### src/rtl/drum_pkg.sv
// Shared constants and the per-operand truncation record for the DRUM multiplier.
package drum_pkg;

  localparam int unsigned WIDTH_DEF = 16;
  localparam int unsigned K_DEF     = 6;

  function automatic int unsigned pos_w(input int unsigned w);
    return (w <= 1) ? 1 : $clog2(w);
  endfunction

  localparam int unsigned POS_W = pos_w(WIDTH_DEF);

  typedef struct packed {
    logic [K_DEF-1:0] t;
    logic [POS_W-1:0] s;
    logic             zero;
  } drum_trunc_t;

endpackage

### src/rtl/drum_trunc.sv
// Converts an operand and its leading-one vector into the DRUM truncated
// mantissa t, shift s and zero flag.
module drum_trunc
  import drum_pkg::*;
#(
  parameter int unsigned WIDTH = WIDTH_DEF,
  parameter int unsigned K     = K_DEF
) (
  input  logic [WIDTH-1:0] x_i,
  input  logic [WIDTH-1:0] onehot_i,
  output drum_trunc_t      res_o
);

  logic [POS_W-1:0] pos;
  logic [WIDTH-1:0] shifted;

  always_comb begin
    pos = '0;
    for (int unsigned i = 0; i < WIDTH; i++) begin
      if (onehot_i[i]) pos = pos | POS_W'(i);
    end
  end

  always_comb begin
    res_o      = '0;
    shifted    = '0;
    res_o.zero = ~|onehot_i;
    if (!res_o.zero) begin
      if (pos <= POS_W'(K - 1)) begin
        res_o.t = x_i[K-1:0];
      end else begin
        // K bits from the leading one downward; forcing the LSB to 1 unbiases the dropped tail.
        res_o.s = pos - POS_W'(K - 1);
        shifted = x_i >> res_o.s;
        res_o.t = shifted[K-1:0] | K'(1);
      end
    end
  end

endmodule

### src/rtl/lod16.sv
// 16-bit leading-one detector: one-hot flag of the most significant set bit.
module lod16 (
  input  logic [15:0] x_i,
  output logic [15:0] onehot_o
);

  always_comb begin
    onehot_o = '0;
    for (int unsigned i = 0; i < 16; i++) begin
      if (x_i[i]) onehot_o = 16'(1) << i;
    end
  end

endmodule

### src/rtl/drum_mul_pipe.sv
// Three-stage DRUM approximate unsigned multiplier with valid/ready streaming
// and per-stage bubble collapsing.
module drum_mul_pipe
  import drum_pkg::*;
#(
  parameter int unsigned WIDTH = WIDTH_DEF,
  parameter int unsigned K     = K_DEF
) (
  input  logic               clk,
  input  logic               rst_n,
  input  logic               in_valid,
  output logic               in_ready,
  input  logic [WIDTH-1:0]   a,
  input  logic [WIDTH-1:0]   b,
  output logic               out_valid,
  input  logic               out_ready,
  output logic [2*WIDTH-1:0] product
);

  localparam int unsigned SH_W = POS_W + 1;

  logic v1_q, v2_q, v3_q;
  logic load1, load2, load3;

  logic [WIDTH-1:0] oh_a_d, oh_b_d;
  logic [WIDTH-1:0] a1_q, b1_q, oha1_q, ohb1_q;

  drum_trunc_t tra_d, trb_d, tra_q, trb_q;

  logic [2*WIDTH-1:0] mul_d, prod_d, product_q;
  logic [SH_W-1:0]    shift_d;

  // A stage may load when empty or when its contents move on this cycle.
  assign load3    = !v3_q || out_ready;
  assign load2    = !v2_q || load3;
  assign load1    = !v1_q || load2;
  assign in_ready = load1;

  lod16 u_lod_a (.x_i(a), .onehot_o(oh_a_d));
  lod16 u_lod_b (.x_i(b), .onehot_o(oh_b_d));

  drum_trunc #(.WIDTH(WIDTH), .K(K)) u_trunc_a (
    .x_i(a1_q), .onehot_i(oha1_q), .res_o(tra_d)
  );
  drum_trunc #(.WIDTH(WIDTH), .K(K)) u_trunc_b (
    .x_i(b1_q), .onehot_i(ohb1_q), .res_o(trb_d)
  );

  always_comb begin
    mul_d   = (2*WIDTH)'(tra_q.t) * (2*WIDTH)'(trb_q.t);
    shift_d = SH_W'(tra_q.s) + SH_W'(trb_q.s);
    prod_d  = (tra_q.zero || trb_q.zero) ? '0 : (mul_d << shift_d);
  end

  always_ff @(posedge clk or negedge rst_n) begin
    if (!rst_n) begin
      v1_q      <= 1'b0;
      v2_q      <= 1'b0;
      v3_q      <= 1'b0;
      a1_q      <= '0;
      b1_q      <= '0;
      oha1_q    <= '0;
      ohb1_q    <= '0;
      tra_q     <= '0;
      trb_q     <= '0;
      product_q <= '0;
    end else begin
      if (load1) begin
        v1_q   <= in_valid;
        a1_q   <= a;
        b1_q   <= b;
        oha1_q <= oh_a_d;
        ohb1_q <= oh_b_d;
      end
      if (load2) begin
        v2_q  <= v1_q;
        tra_q <= tra_d;
        trb_q <= trb_d;
      end
      if (load3) begin
        v3_q <= v2_q;
        if (v2_q) product_q <= prod_d;
      end
    end
  end

  assign out_valid = v3_q;
  assign product   = product_q;

endmodule
### config.mk
export PLATFORM = sky130hd
export DESIGN_NAME = drum_mul_pipe
export DESIGN_NICKNAME = d
export VERILOG_FILES = /design/src/rtl/drum_pkg.sv /design/src/rtl/drum_trunc.sv /design/src/rtl/lod16.sv /design/src/rtl/drum_mul_pipe.sv
export SDC_FILE = /design/constraint.sdc
export NUM_CORES = 1
export LEC_CHECK = 0
export CAP_MARGIN = 20
export CELL_PAD_IN_SITES_DETAIL_PLACEMENT = 0
export CELL_PAD_IN_SITES_GLOBAL_PLACEMENT = 1
export CORE_MARGIN = 4
export CORE_UTILIZATION = 49
export DETAILED_ROUTE_END_ITERATION = 8
export PLACE_DENSITY = 0.87
export SETUP_SLACK_MARGIN = 0.1
export SLEW_MARGIN = 20
export SYNTH_ARGS = -nofsm -noshare
export SYNTH_HDL_FRONTEND = slang
export SYNTH_SLANG_ARGS = --single-unit
export TNS_END_PERCENT = 10
### constraint.sdc
create_clock -name clk -period 7.67 [get_ports clk]
set_clock_uncertainty 0.15 [all_clocks]
set_input_delay 1.534 -clock clk [delete_from_list [all_inputs] [get_ports clk]]
set_output_delay 1.534 -clock clk [all_outputs]
set_load 0.05 [all_outputs]
Yosys cells after proc, flatten, opt, wreduce, memory -nomap -nowiden
Cells that the tools add are included.
{ "totals": {"reg_bits": 121, "inputBits": 36, "out_inout_bits": 34, "elab_cells": 104} }
{ "classes": {"add_sub_neg": 3, "n_mul": 1, "n_lt_le_gt_ge": 2, "shifts": 3, "n_mux": 69, "reduce_logical": 12} }
{ "ops": {"columns": ["cell", "count"], "rows": [
  ["$mux W4", 20],
  ["$mux W10", 4],
  ["$mux W16", 2],
  ["$mux W32", 1],
  ["$reduce_or A16 Y1", 2],
  ["$shl A12 B5 Y32", 1],
  ["$shr A16 B4 Y6", 2],
  ["$mux W15", 2],
  ["$mux W3", 10],
  ["$mux W14", 2],
  ["$mux W13", 2],
  ["$mux W12", 2],
  ["$mux W6", 4],
  ["$mux W11", 2],
  ["$mux W9", 2],
  ["$mux W8", 2],
  ["$mux W7", 2],
  ["$mul A6 B6 Y12", 1],
  ["$mux W2", 6],
  ["$mux W5", 2],
  ["$le A4 B3 Y1 const B", 2],
  ["$sub A4 B3 Y4 const B", 2],
  ["$add A4 B4 Y5", 1],
  ["$logic_not A1 Y1", 5],
  ["other kinds (3)", 9]
]} }

Depth between registers and ports, before layout
Gate-level depths: netlist (run 1).
{ "depth": {"word_depth": 19, "depth_mapped": 15, "mapped_depth_nobuf": 15} }

Hierarchy
From an unflattened synthesis (run 1), not the netlist that was laid out.
{ "unflattened": {"hier_cells": 880, "area_unflattened_um2": 8500.7} }
{ "by_module_without_submodules": {"columns": ["mod", "n_inst", "cells_per_inst", "area_each_um2", "seq_area_each_um2"], "rows": [
  ["drum_mul_pipe", 1, 608, 6538.8, 3027.9],
  ["drum_trunc", 2, 105, 770.7, 0.0],
  ["lod16", 2, 31, 210.2, 0.0]
]} }

Worst setup path after synthesis (run 1)
No wires, ideal clock.
{ "synth_timing": {"kind": "register -> register", "startpoint": "register trb_q[5] in the netlist's numbering", "endpoint": "register product_q[16] (netlist: product[16])", "setup_time_ps": 137, "arrival_ps": 4322, "required_ps": 7383, "setup_slack_ps": 3061, "stages_incl_launch_ff": 15, "path_buffers": 0, "synth_period_minus_slack_ps": 4609, "cell_sequence": "dfrtp_1 and2_1 fa_1 inv_1 fa_1 fa_1 inv_1 ha_1 nor2b_1 o21a_1 or3_1 a311o_1 mux4_2 a222oi_1 o31ai_1"} }
{ "synth_between": {"elab_chain_len": 3} }
{ "synth_lines": {"columns": ["element", "line", "rtl"], "rows": [
  ["start: declaration", "drum_mul_pipe.sv:28", "drum_trunc_t tra_d, trb_d, tra_q, trb_q;"],
  ["start signal: assignment", "drum_mul_pipe.sv:78", "trb_q <= trb_d;"],
  ["$mul A6 B6 Y12", "drum_mul_pipe.sv:50", "mul_d = (2*WIDTH)'(tra_q.t) * (2*WIDTH)'(trb_q.t);"],
  ["$shl A12 B5 Y32", "drum_mul_pipe.sv:52", "prod_d = (tra_q.zero || trb_q.zero) ? '0 : (mul_d << shift_d);"],
  ["$mux W32", "drum_mul_pipe.sv:52", null],
  ["end signal: assignment", "drum_mul_pipe.sv:82", "if (v2_q) product_q <= prod_d;"],
  ["end: declaration", "drum_mul_pipe.sv:30", "logic [2*WIDTH-1:0] mul_d, prod_d, product_q;"]
]} }
No other way between the ends.
A chain may end at the register's enable or synchronous reset.

Worst setup path in the final report (run 1)
{ "layout_timing": {"startpoint": "input port out_ready", "endpoint": "output port in_ready"} }
{ "layout_between": {"elab_chain_len": 3} }
{ "layout_lines": {"columns": ["element", "line", "rtl"], "rows": [
  ["start: declaration", "drum_mul_pipe.sv:16", "input logic out_ready,"],
  ["$logic_or A1 B1 Y1", "drum_mul_pipe.sv:34", "assign load3 = !v3_q || out_ready;"],
  ["$logic_or A1 B1 Y1", "drum_mul_pipe.sv:35", "assign load2 = !v2_q || load3;"],
  ["$logic_or A1 B1 Y1", "drum_mul_pipe.sv:36", "assign load1 = !v1_q || load2;"],
  ["end: declaration", "drum_mul_pipe.sv:12", "output logic in_ready,"]
]} }
No other way between the ends.

==> results of run 1 <==
-- layout make-up --
class | instances | area (um^2) | area share [%]
flip-flops and latches | 119 | 2980 | 31.4
well taps | 216 | 270 | 2.85
clock inverters | 11 | 170 | 1.79
clock buffers | 21 | 460 | 4.86
repair buffers | 78 | 756 | 7.97
inverters | 44 | 165 | 1.74
multi-input cells | 680 | 4680 | 49.4
-- logic make-up (layout without fill, tap and decap cells) --
family / after synthesis / after routing / share of synthesized area [%]
buffers and inverters: 81 / 154 / 3.86
and+or+nand+nor: 377 / 377 / 22.5
muxes: 45 / 45 / 8.15
DFF: 119 / 119 / 37.5
xor gates and xnor gates: 9 / 9 / 0.991
AOI/OAI and AO/OA: 203 / 203 / 18.1
adders and majority gates: 46 / 46 / 8.94
-- per-stage QoR --
step | util, % | setup slack (ns) | hold slack (ns) | instance area [um^2]
2_1_floorplan | - | 3.06 | 0.275 | 7950
3_3_place_gp | 55.6 | 2.47 | 0.303 | 8840
3_5_place_dp | 55.7 | 2.47 | 0.313 | 8840
4_1_cts | 59.6 | 2.46 | 0.326 | 9480
5_1_grt | 59.7 | 2.33 | 0.348 | 9480
6_report | 59.7 | 2.46 | 0.322 | 9480
-- per-layer routing --
metal / vias up / GRT usage [%] / part of all wire (%)
li1: 3330 / - / -
met1: 3387 / 31.6 / 45
met2: 194 / 38.8 / 48
met3: 39 / 4.38 / 4.0
met4: 0 / 7.17 / 2.2
met5: - / 0 / 0
-- worst max-delay path by stage --
stage	from	end	slack, ns	cells past startpoint
floorplan	trb_q[5]$_DFFE_PN0P_	product[16]$_DFFE_PN0P_	3.06	14
global placement	out_ready	in_ready	2.47	7
detailed placement	out_ready	in_ready	2.47	7
CTS	out_ready	in_ready	2.46	7
global route	trb_q[5]$_DFFE_PN0P_	product[30]$_DFFE_PN0P_	2.33	14
finish	out_ready	in_ready	2.46	7
-- registers in the layout, summed over array words and instances, names as in the netlist --
name and count:
product 32, a1_q 16, b1_q 16, oha1_q 15, ohb1_q 15, tra_q 11, trb_q 11, out_valid 1
v1_q 1, v2_q 1
-- cells in the final DEF (no fill, tap or decap), types with 7 or more instances in the layout --
cell,count
a22o_1,21
nor2_1,49
a31oi_1,7
o211ai_1,7
o31ai_1,13
nand3_1,28
mux2_2,8
o21ai_0,51
a311oi_1,7
a21o_1,14
or4_1,8
inv_1,40
fa_1,18
mux2i_1,22
mux4_2,15
clkbuf_16,17
buf_4,10
nand2_1,185
and2_1,30
dfrtp_1,119
a211oi_1,8
ha_1,28
nor3_1,14
nor4_1,16
nand2b_1,7
a21oi_1,24
clkdlybuf4s50_1,68
-- power breakdown --
group	leakage (uW)	internal, uW	switching [uW]	total (uW)
clock	0.000300	560	293	854
combinational	0.00257	646	1070	1720
sequential	0.00154	731	108	839
-- worst max-delay path, delay by kind of cell --
kind | cells | cell delay, ns
simple gates | 3 | 0.46
buf+inv | 4 | 1.52
==> impl_metrics.json, run 1 <==
{
  "status": "completed",
  "dp_cells": 1137,
  "wl_mm": 20.4,
  "core_um2": 15900,
  "num-nets-final": 1022,
  "finalCritPeriodShare_pct": 67.9,
  "post-cts-setup-buffer-count": 0,
  "startpoint_type": "primary input",
  "hp-start": "product[13]$_DFFE_PN0P_",
  "synth_edf_count": 0,
  "yosysTopAreaCell": "dfrtp_1",
  "die-width_um": 135,
  "cap_viol_max_count": 0,
  "die_h_um": 135,
  "crit_arrival_ns": 3.52,
  "cts_max_path_buffers": 2,
  "grt_pass1_vias": 6783,
  "r2r.worst_path.cells": 15,
  "finalPower_uw": 3410,
  "p_per_area_nw_per_um2": 360,
  "ys_seq_area_share_pct": 37.5,
  "worst_slew_pin_slew_ns": 0.979,
  "grt.total_usage_pct": 23.5,
  "yosys-top-cells-count": "nand2_1, dfrtp_1, o21ai_0",
  "peakVddDrop_uv": 206,
  "cts_resized": 0,
  "synth_nets": 962,
  "ys_ff_latch": 119,
  "place.gp.congestion": 0.863,
  "r2r_end": "product[13]$_DFFE_PN0P_",
  "synthArstFlopShare_pct": 100,
  "drt_iter0_markers": 584,
  "worstPathCellList": "clkdlybuf4s50_1, nand2b_1, nor2_1, buf_4, and2_2, inv_1, clkdlybuf4s50_1",
  "synth_ff_type": "dfrtp_1",
  "final-hold-violation-count": 0,
  "drv_slew": 0,
  "critical_path.max_stage_delay_ns": 0.80,
  "r2r_start": "tra_q[9]$_DFFE_PN0P_",
  "die-area_um2": 18300,
  "slew_headroom_pct": 34.7,
  "pin_count": 70,
  "cp_slowest_cell": "clkdlybuf4s50_1",
  "rsz0062_at_grt": "false",
  "netlist_area_um2": 7950,
  "clock_sinks": 119,
  "place_hpwl_mm": 15.0,
  "dr.pass1.iters": 5,
  "holdBufCountCts": 0,
  "yosysMostFrequentCell": "nand2_1",
  "ant_nets": 0,
  "critPathMaxFanout": 24,
  "cts_max_level": 4,
  "cp-end-kind": "output port",
  "p_leak_uw": 0.00441,
  "whs_endpoint": "product[13]$_DFFE_PN0P_",
  "worstHoldPathCells": 2,
  "initial_core_util_pct": 50.1,
  "cts_buffers": 17,
  "drc": 0,
  "cts_tree": "done",
  "fillers": 1452,
  "fp-row-count": 46,
  "setup_tns_ns": 0,
  "reg2reg_slack_ns": 2.56,
  "synthCells": 880,
  "synth_top_area_share_pct": 37.5,
  "insertedDiodeCount": 0,
  "clk_pin_slew_worst_paths_ns": 0.06,
  "avgRoutedWirePerCell_um": 17.4,
  "ys.warnings.count": 0,
  "grt_max_degree": 73,
  "crit_type": "primary input to output port",
  "cts-root-buf": "clkbuf_16",
  "drive_above_1_share_pct": 8.60,
  "crit_top_cell": "clkdlybuf4s50_1",
  "vias": 6950,
  "fmax_mhz": 192,
  "grt_overflow": 0,
  "grt_pass1_wl_mm": 34.7,
  "min_path_type": "flip-flop to flip-flop",
  "routed_via_density": 5.95,
  "io_buffers": 69,
  "layout.cells.non_filler": 1169,
  "setup_viol": 0,
  "crit_required_ns": 5.99,
  "synthDistinctLibCells": 70,
  "synth_area_leaders": "dfrtp_1, nand2_1, fa_1",
  "syn_to_final_growth_pct": 19.3,
  "antenna_found_initial": 0,
  "insertion_delay_ns": 0.43,
  "final.min_clock_period_ns": 5.21,
  "syn_avg_cell_area_um2": 9.04
}
No activity file was read; power rests on OpenSTA's default activity.
==> run 2: changes to the inputs <==
Settings changed: CORE_UTILIZATION 49 to 41, PLACE_DENSITY 0.87 to 0.77.
Clock period 7.67 ns to 4.4 ns, I/O delays scaled along.
==> run 2 against run 1 <==
  * The run now ends with negative setup slack left
  * Highest routed layer unchanged
  * Combinational power rose by 120%
  * Die area rose by 18%
  * Wire length grew 8.5%
  * Largest cell class unchanged
  * Non-clock buffer count increased by 50
  * Critical path depth increased by 8
==> impl_metrics.json, run 2 (same netlist as run 1, synthesis figures left out) <==
{
  "r2r_start": "tra_q[9]$_DFFE_PN0P_",
  "fillers": 1789,
  "min_path_type": "flip-flop to flip-flop",
  "drc": 0,
  "initial_core_util_pct": 42.1,
  "core_um2": 18900,
  "die-width_um": 147,
  "cts_max_level": 4,
  "pin_count": 70,
  "insertedDiodeCount": 0,
  "holdBufCountCts": 0,
  "finalCritPeriodShare_pct": 102,
  "crit_arrival_ns": 4.68,
  "place.gp.congestion": 0.822,
  "wl_mm": 22.1,
  "clock_sinks": 119,
  "insertion_delay_ns": 0.42,
  "worst_slew_pin_slew_ns": 0.964,
  "grt_pass1_wl_mm": 36.3,
  "setup_viol": 17,
  "setup_ws_ns": -0.104,
  "dp_cells": 1227,
  "clk_pin_slew_worst_paths_ns": 0.05,
  "p_per_area_nw_per_um2": 649,
  "layout.cells.non_filler": 1262,
  "grt_pass1_vias": 6880,
  "place_ws_ns": -0.373,
  "final-hold-violation-count": 0,
  "grt_max_degree": 51,
  "vias": 7137,
  "num-nets-final": 1072,
  "fmax_mhz": 222,
  "dr.pass1.iters": 5,
  "grt_overflow": 0,
  "final.min_clock_period_ns": 4.50,
  "syn_to_final_growth_pct": 27.3,
  "startpoint_type": "flip-flop",
  "drv_slew": 0,
  "cts-root-buf": "clkbuf_16",
  "die_h_um": 147,
  "critPathMaxFanout": 4,
  "ant_nets": 0,
  "crit_type": "flip-flop to flip-flop",
  "die-area_um2": 21700,
  "avgRoutedWirePerCell_um": 17.5,
  "p_leak_uw": 0.00467,
  "drt_iter0_markers": 493,
  "drive_above_1_share_pct": 16.7,
  "hp-start": "a1_q[0]$_DFFE_PN0P_",
  "cts_tree": "done",
  "place_hpwl_mm": 16.6,
  "fp-row-count": 50,
  "slew_headroom_pct": 35.2,
  "layout_commonest_cell": "nand2_1",
  "violations": "negative setup slack",
  "cp-startpoint": "tra_q[9]$_DFFE_PN0P_",
  "cts_buffers": 17,
  "largest_register_ff_count": 32,
  "peakVddDrop_uv": 335,
  "antenna_found_initial": 0,
  "status": "finished, violations left",
  "grt.total_usage_pct": 20.7,
  "cts_max_path_buffers": 2,
  "rsz0062_at_grt": "true",
  "io_buffers": 69,
  "final_cell_mix": "nand2_1, dfrtp_1, clkdlybuf4s50_1",
  "cap_viol_max_count": 0,
  "utilization_pct": 53.6,
  "routed_via_density": 5.66,
  "crit_required_ns": 4.58,
  "cp-end-kind": "flip-flop"
}
## run 2: critical path: stages (launching register included)
cell      delay, ns
dfrtp_1        0.40
nand2_2        0.08
fa_1           0.56
inv_2          0.04
fa_1           0.48
inv_1          0.05
fa_1           0.49
inv_2          0.05
ha_4           0.21
and2_4         0.15
a221o_1        0.35
o211a_4        0.29
or3_4          0.39
a311oi_4       0.37
a221oi_4       0.12
o31ai_1        0.23
## run 2: power by group
part | internal, uW | leakage, uW | switching (uW)
clock | 946 | 0.000289 | 492
combinational | 1550 | 0.00283 | 2160
sequential | 1270 | 0.00154 | 151
## run 2: final cells by class
cell class | instances | area, um^2 | area share, %
Multi-Input combinational cell | 680 | 4910 | 48.5
Tap cell | 260 | 325 | 3.22
Sequential cell | 119 | 2980 | 29.4
Inverter | 44 | 165 | 1.63
Clock inverter | 7 | 118 | 1.16
Timing Repair Buffer | 128 | 1130 | 11.2
Clock buffer | 24 | 492 | 4.86
## run 2: worst paths after layout
path                                      endpoint  slack, ns  cells after the start
setup / recovery           product[13]$_DFFE_PN0P_      -0.10                     15
hold / removal                 a1_q[0]$_DFFE_PN0P_       0.31                      2
setup reg to reg           product[13]$_DFFE_PN0P_      -0.10                     15
hold reg to reg                a1_q[0]$_DFFE_PN0P_       0.31                      2
max in group asynchronous     trb_q[0]$_DFFE_PN0P_       2.89                      2
min in group asynchronous    tra_q[10]$_DFFE_PN0P_       0.37                      1
## run 2: stage by stage
stage / setup TNS [ns] / hold slack, ns / instance area (um^2) / power (uW)
after global routing: -4.69 / 0.331 / 10100 / 7010
after CTS: -1.02 / 0.320 / 10100 / 6470
after global placement: -1.43 / 0.305 / 9300 / 4840
final: -0.782 / 0.314 / 10100 / 6570
after floorplan: -0.0754 / 0.275 / 8020 / 3660
after detailed placement: -3.35 / 0.308 / 9300 / 4880
## run 2: what timing repair did
action | 4_1_cts | 5_1_grt
setup buffers | 3 | 1
gates resized for setup | 32 | 12
setup endpoints to repair | 23 | 25
pin swaps | 31 | 10
gates cloned | 0 | 0
## run 2: per-layer routing
| layer | global-route usage, % | vias up | share of wire [%] |
|---|---|---|---|
| met5 | 0 | - | 0 |
| met3 | 4.13 | 47 | 4.2 |
| li1 | - | 3419 | - |
| met2 | 33.1 | 194 | 47 |
| met1 | 28.2 | 3477 | 46 |
| met4 | 6.94 | 0 | 2.4 |
==> run 3: changes to the inputs <==
Settings changed: CORE_UTILIZATION 41 to 36, PLACE_DENSITY 0.77 to 0.69.
==> run 3 against run 2 <==
  * The run still ends with negative setup slack left
  * Critical path depth decreased by 1
  * Total power decreased by 0.10%
  * Final cell count increased by 1.5%
  * Non-clock buffer count decreased by 2
==> impl_metrics.json, run 3 (same netlist as run 1, synthesis figures left out) <==
{
  "whs_ns": 0.322,
  "cap_viol_max_count": 0,
  "final-hold-violation-count": 0,
  "place_ws_ns": -0.209,
  "reg2reg_slack_ns": -0.11,
  "cp-startpoint": "trb_q[5]$_DFFE_PN0P_",
  "startpoint_type": "flip-flop",
  "violations": "negative setup slack",
  "fmax_mhz": 222,
  "p_leak_uw": 0.00465,
  "final.min_clock_period_ns": 4.51,
  "cts_max_path_buffers": 2,
  "grt_overflow": 0,
  "finalCritPeriodShare_pct": 103,
  "initial_core_util_pct": 36.5,
  "min_path_type": "flip-flop to flip-flop",
  "placed_area_um2": 9330,
  "grt.met2_usage_pct": 29.3,
  "drc": 0,
  "core_um2": 21800,
  "crit_required_ns": 4.54,
  "rsz0062_at_grt": "true",
  "vias": 7029,
  "syn_to_final_growth_pct": 27.7,
  "io_buffers": 69,
  "worst_slew_pin_slew_ns": 0.945,
  "dr.pass1.iters": 5,
  "ant_nets": 0,
  "r2r_start": "trb_q[5]$_DFFE_PN0P_",
  "fillers": 2160,
  "routed_via_density": 5.49,
  "status": "finished, violations left",
  "grt_use_met1_pct": 27.1,
  "drv_slew": 0,
  "insertion_delay_ns": 0.42,
  "insertedDiodeCount": 0,
  "pin_count": 70,
  "grt_pass1_vias": 6995,
  "wl_mm": 22.4,
  "use_met3_pct": 2.93,
  "die-area_um2": 24500,
  "num-nets-final": 1070,
  "place.gp.congestion": 0.839,
  "p_per_area_nw_per_um2": 646,
  "crit_arrival_ns": 4.65,
  "r2r_end": "product[16]$_DFFE_PN0P_",
  "setup_viol": 10,
  "largest_register_ff_count": 32,
  "setup_tns_ns": -0.312,
  "clock_sinks": 119,
  "grt.total_usage_pct": 18.7,
  "die-width_um": 157,
  "critPathMaxFanout": 3,
  "top_usage_layer": "met2",
  "cts_buffers": 17,
  "slew_headroom_pct": 37.0,
  "die_h_um": 157,
  "avgRoutedWirePerCell_um": 17.5,
  "final_cell_mix": "nand2_1, dfrtp_1, clkdlybuf4s50_1",
  "antenna_found_initial": 0,
  "fp-row-count": 54,
  "setup_ws_ns": -0.112,
  "r2r.worst_path.cells": 14,
  "clk_pin_slew_worst_paths_ns": 0.06,
  "place_hpwl_mm": 16.8,
  "utilization_pct": 46.7,
  "grt_max_degree": 71,
  "crit_type": "flip-flop to flip-flop",
  "layout_commonest_cell": "nand2_1",
  "cts_tree": "done",
  "cp-end-kind": "flip-flop",
  "cts-root-buf": "clkbuf_16",
  "peakVddDrop_uv": 247,
  "grt_pass1_wl_mm": 37.2,
  "cts_max_level": 4,
  "drive_above_1_share_pct": 18.0,
  "finalInstanceArea_um2": 10200,
  "drt_iter0_markers": 350,
  "cp-endpoint": "product[16]$_DFFE_PN0P_"
}
run 3: changes by cell type in the layout (fill, tap and decap cells not counted), moves of 3 or more:
| cell | delta |
|---|---|
| inv_6 | +4 |
| buf_4 | -3 |
| clkbuf_1 | -3 |
| clkbuf_8 | -3 |
| clkinvlp_4 | +3 |
run 3: how the worst min path moves through the flow:
stage	cells past startpoint	end	startpoint
4_1_cts	2	a1_q[0]$_DFFE_PN0P_	a1_q[0]$_DFFE_PN0P_
3_3_place_gp	2	a1_q[0]$_DFFE_PN0P_	a1_q[0]$_DFFE_PN0P_
6_report	2	a1_q[0]$_DFFE_PN0P_	a1_q[0]$_DFFE_PN0P_
2_1_floorplan	1	v2_q$_DFFE_PN0P_	v1_q$_DFFE_PN0P_
3_5_place_dp	2	a1_q[0]$_DFFE_PN0P_	a1_q[0]$_DFFE_PN0P_
5_1_grt	2	product[11]$_DFFE_PN0P_	product[11]$_DFFE_PN0P_
run 3: stage by stage:
stage | cells | power, uW
after floorplan | 880 | 3660
after global placement | 1246 | 4880
after detailed placement | 1246 | 4890
after CTS | 1280 | 6440
after global routing | 1281 | 7000
final | 1281 | 6560
run 3: repair_timing:
action	in CTS	in global routing
cloned	0	0
gates resized for setup	31	26
pin swaps	19	11
hold buffers	0	0
setup endpoints to repair	24	27
setup buffers	2	1
run 3: power breakdown:
part	switching, uW	total [uW]	internal [uW]
Combinational	2190	3790	1600
Sequential	156	1430	1270
Clock	549	1340	794
Total	2900	6560	3660
run 3: layer usage:
layer / vias up / wire, um
li1: 3426 / -
met1: 3421 / 10900
met2: 162 / 10500
met3: 20 / 757
met4: 0 / 316
met5: - / 0
run 3: final cells by class:
class	count	area [um^2]	share of cell area, %
clock buffer	18	439	4.32
timing repair buffer	126	1130	11.1
tap	280	350	3.45
inverter	44	165	1.63
sequential	119	2980	29.3
clock inverter	14	125	1.23
multi-input combinational	680	4970	48.9
run 3: critical path, cell delays in order, from the launching register on:
cell,delay (ns)
dfrtp_1,0.37
and2_4,0.16
fa_1,0.53
inv_1,0.05
fa_1,0.47
fa_1,0.51
inv_2,0.04
ha_4,0.20
nor2b_2,0.16
o21a_1,0.21
or3_4,0.34
a311o_1,0.28
mux4_2,0.48
a222oi_1,0.32
o31ai_1,0.12
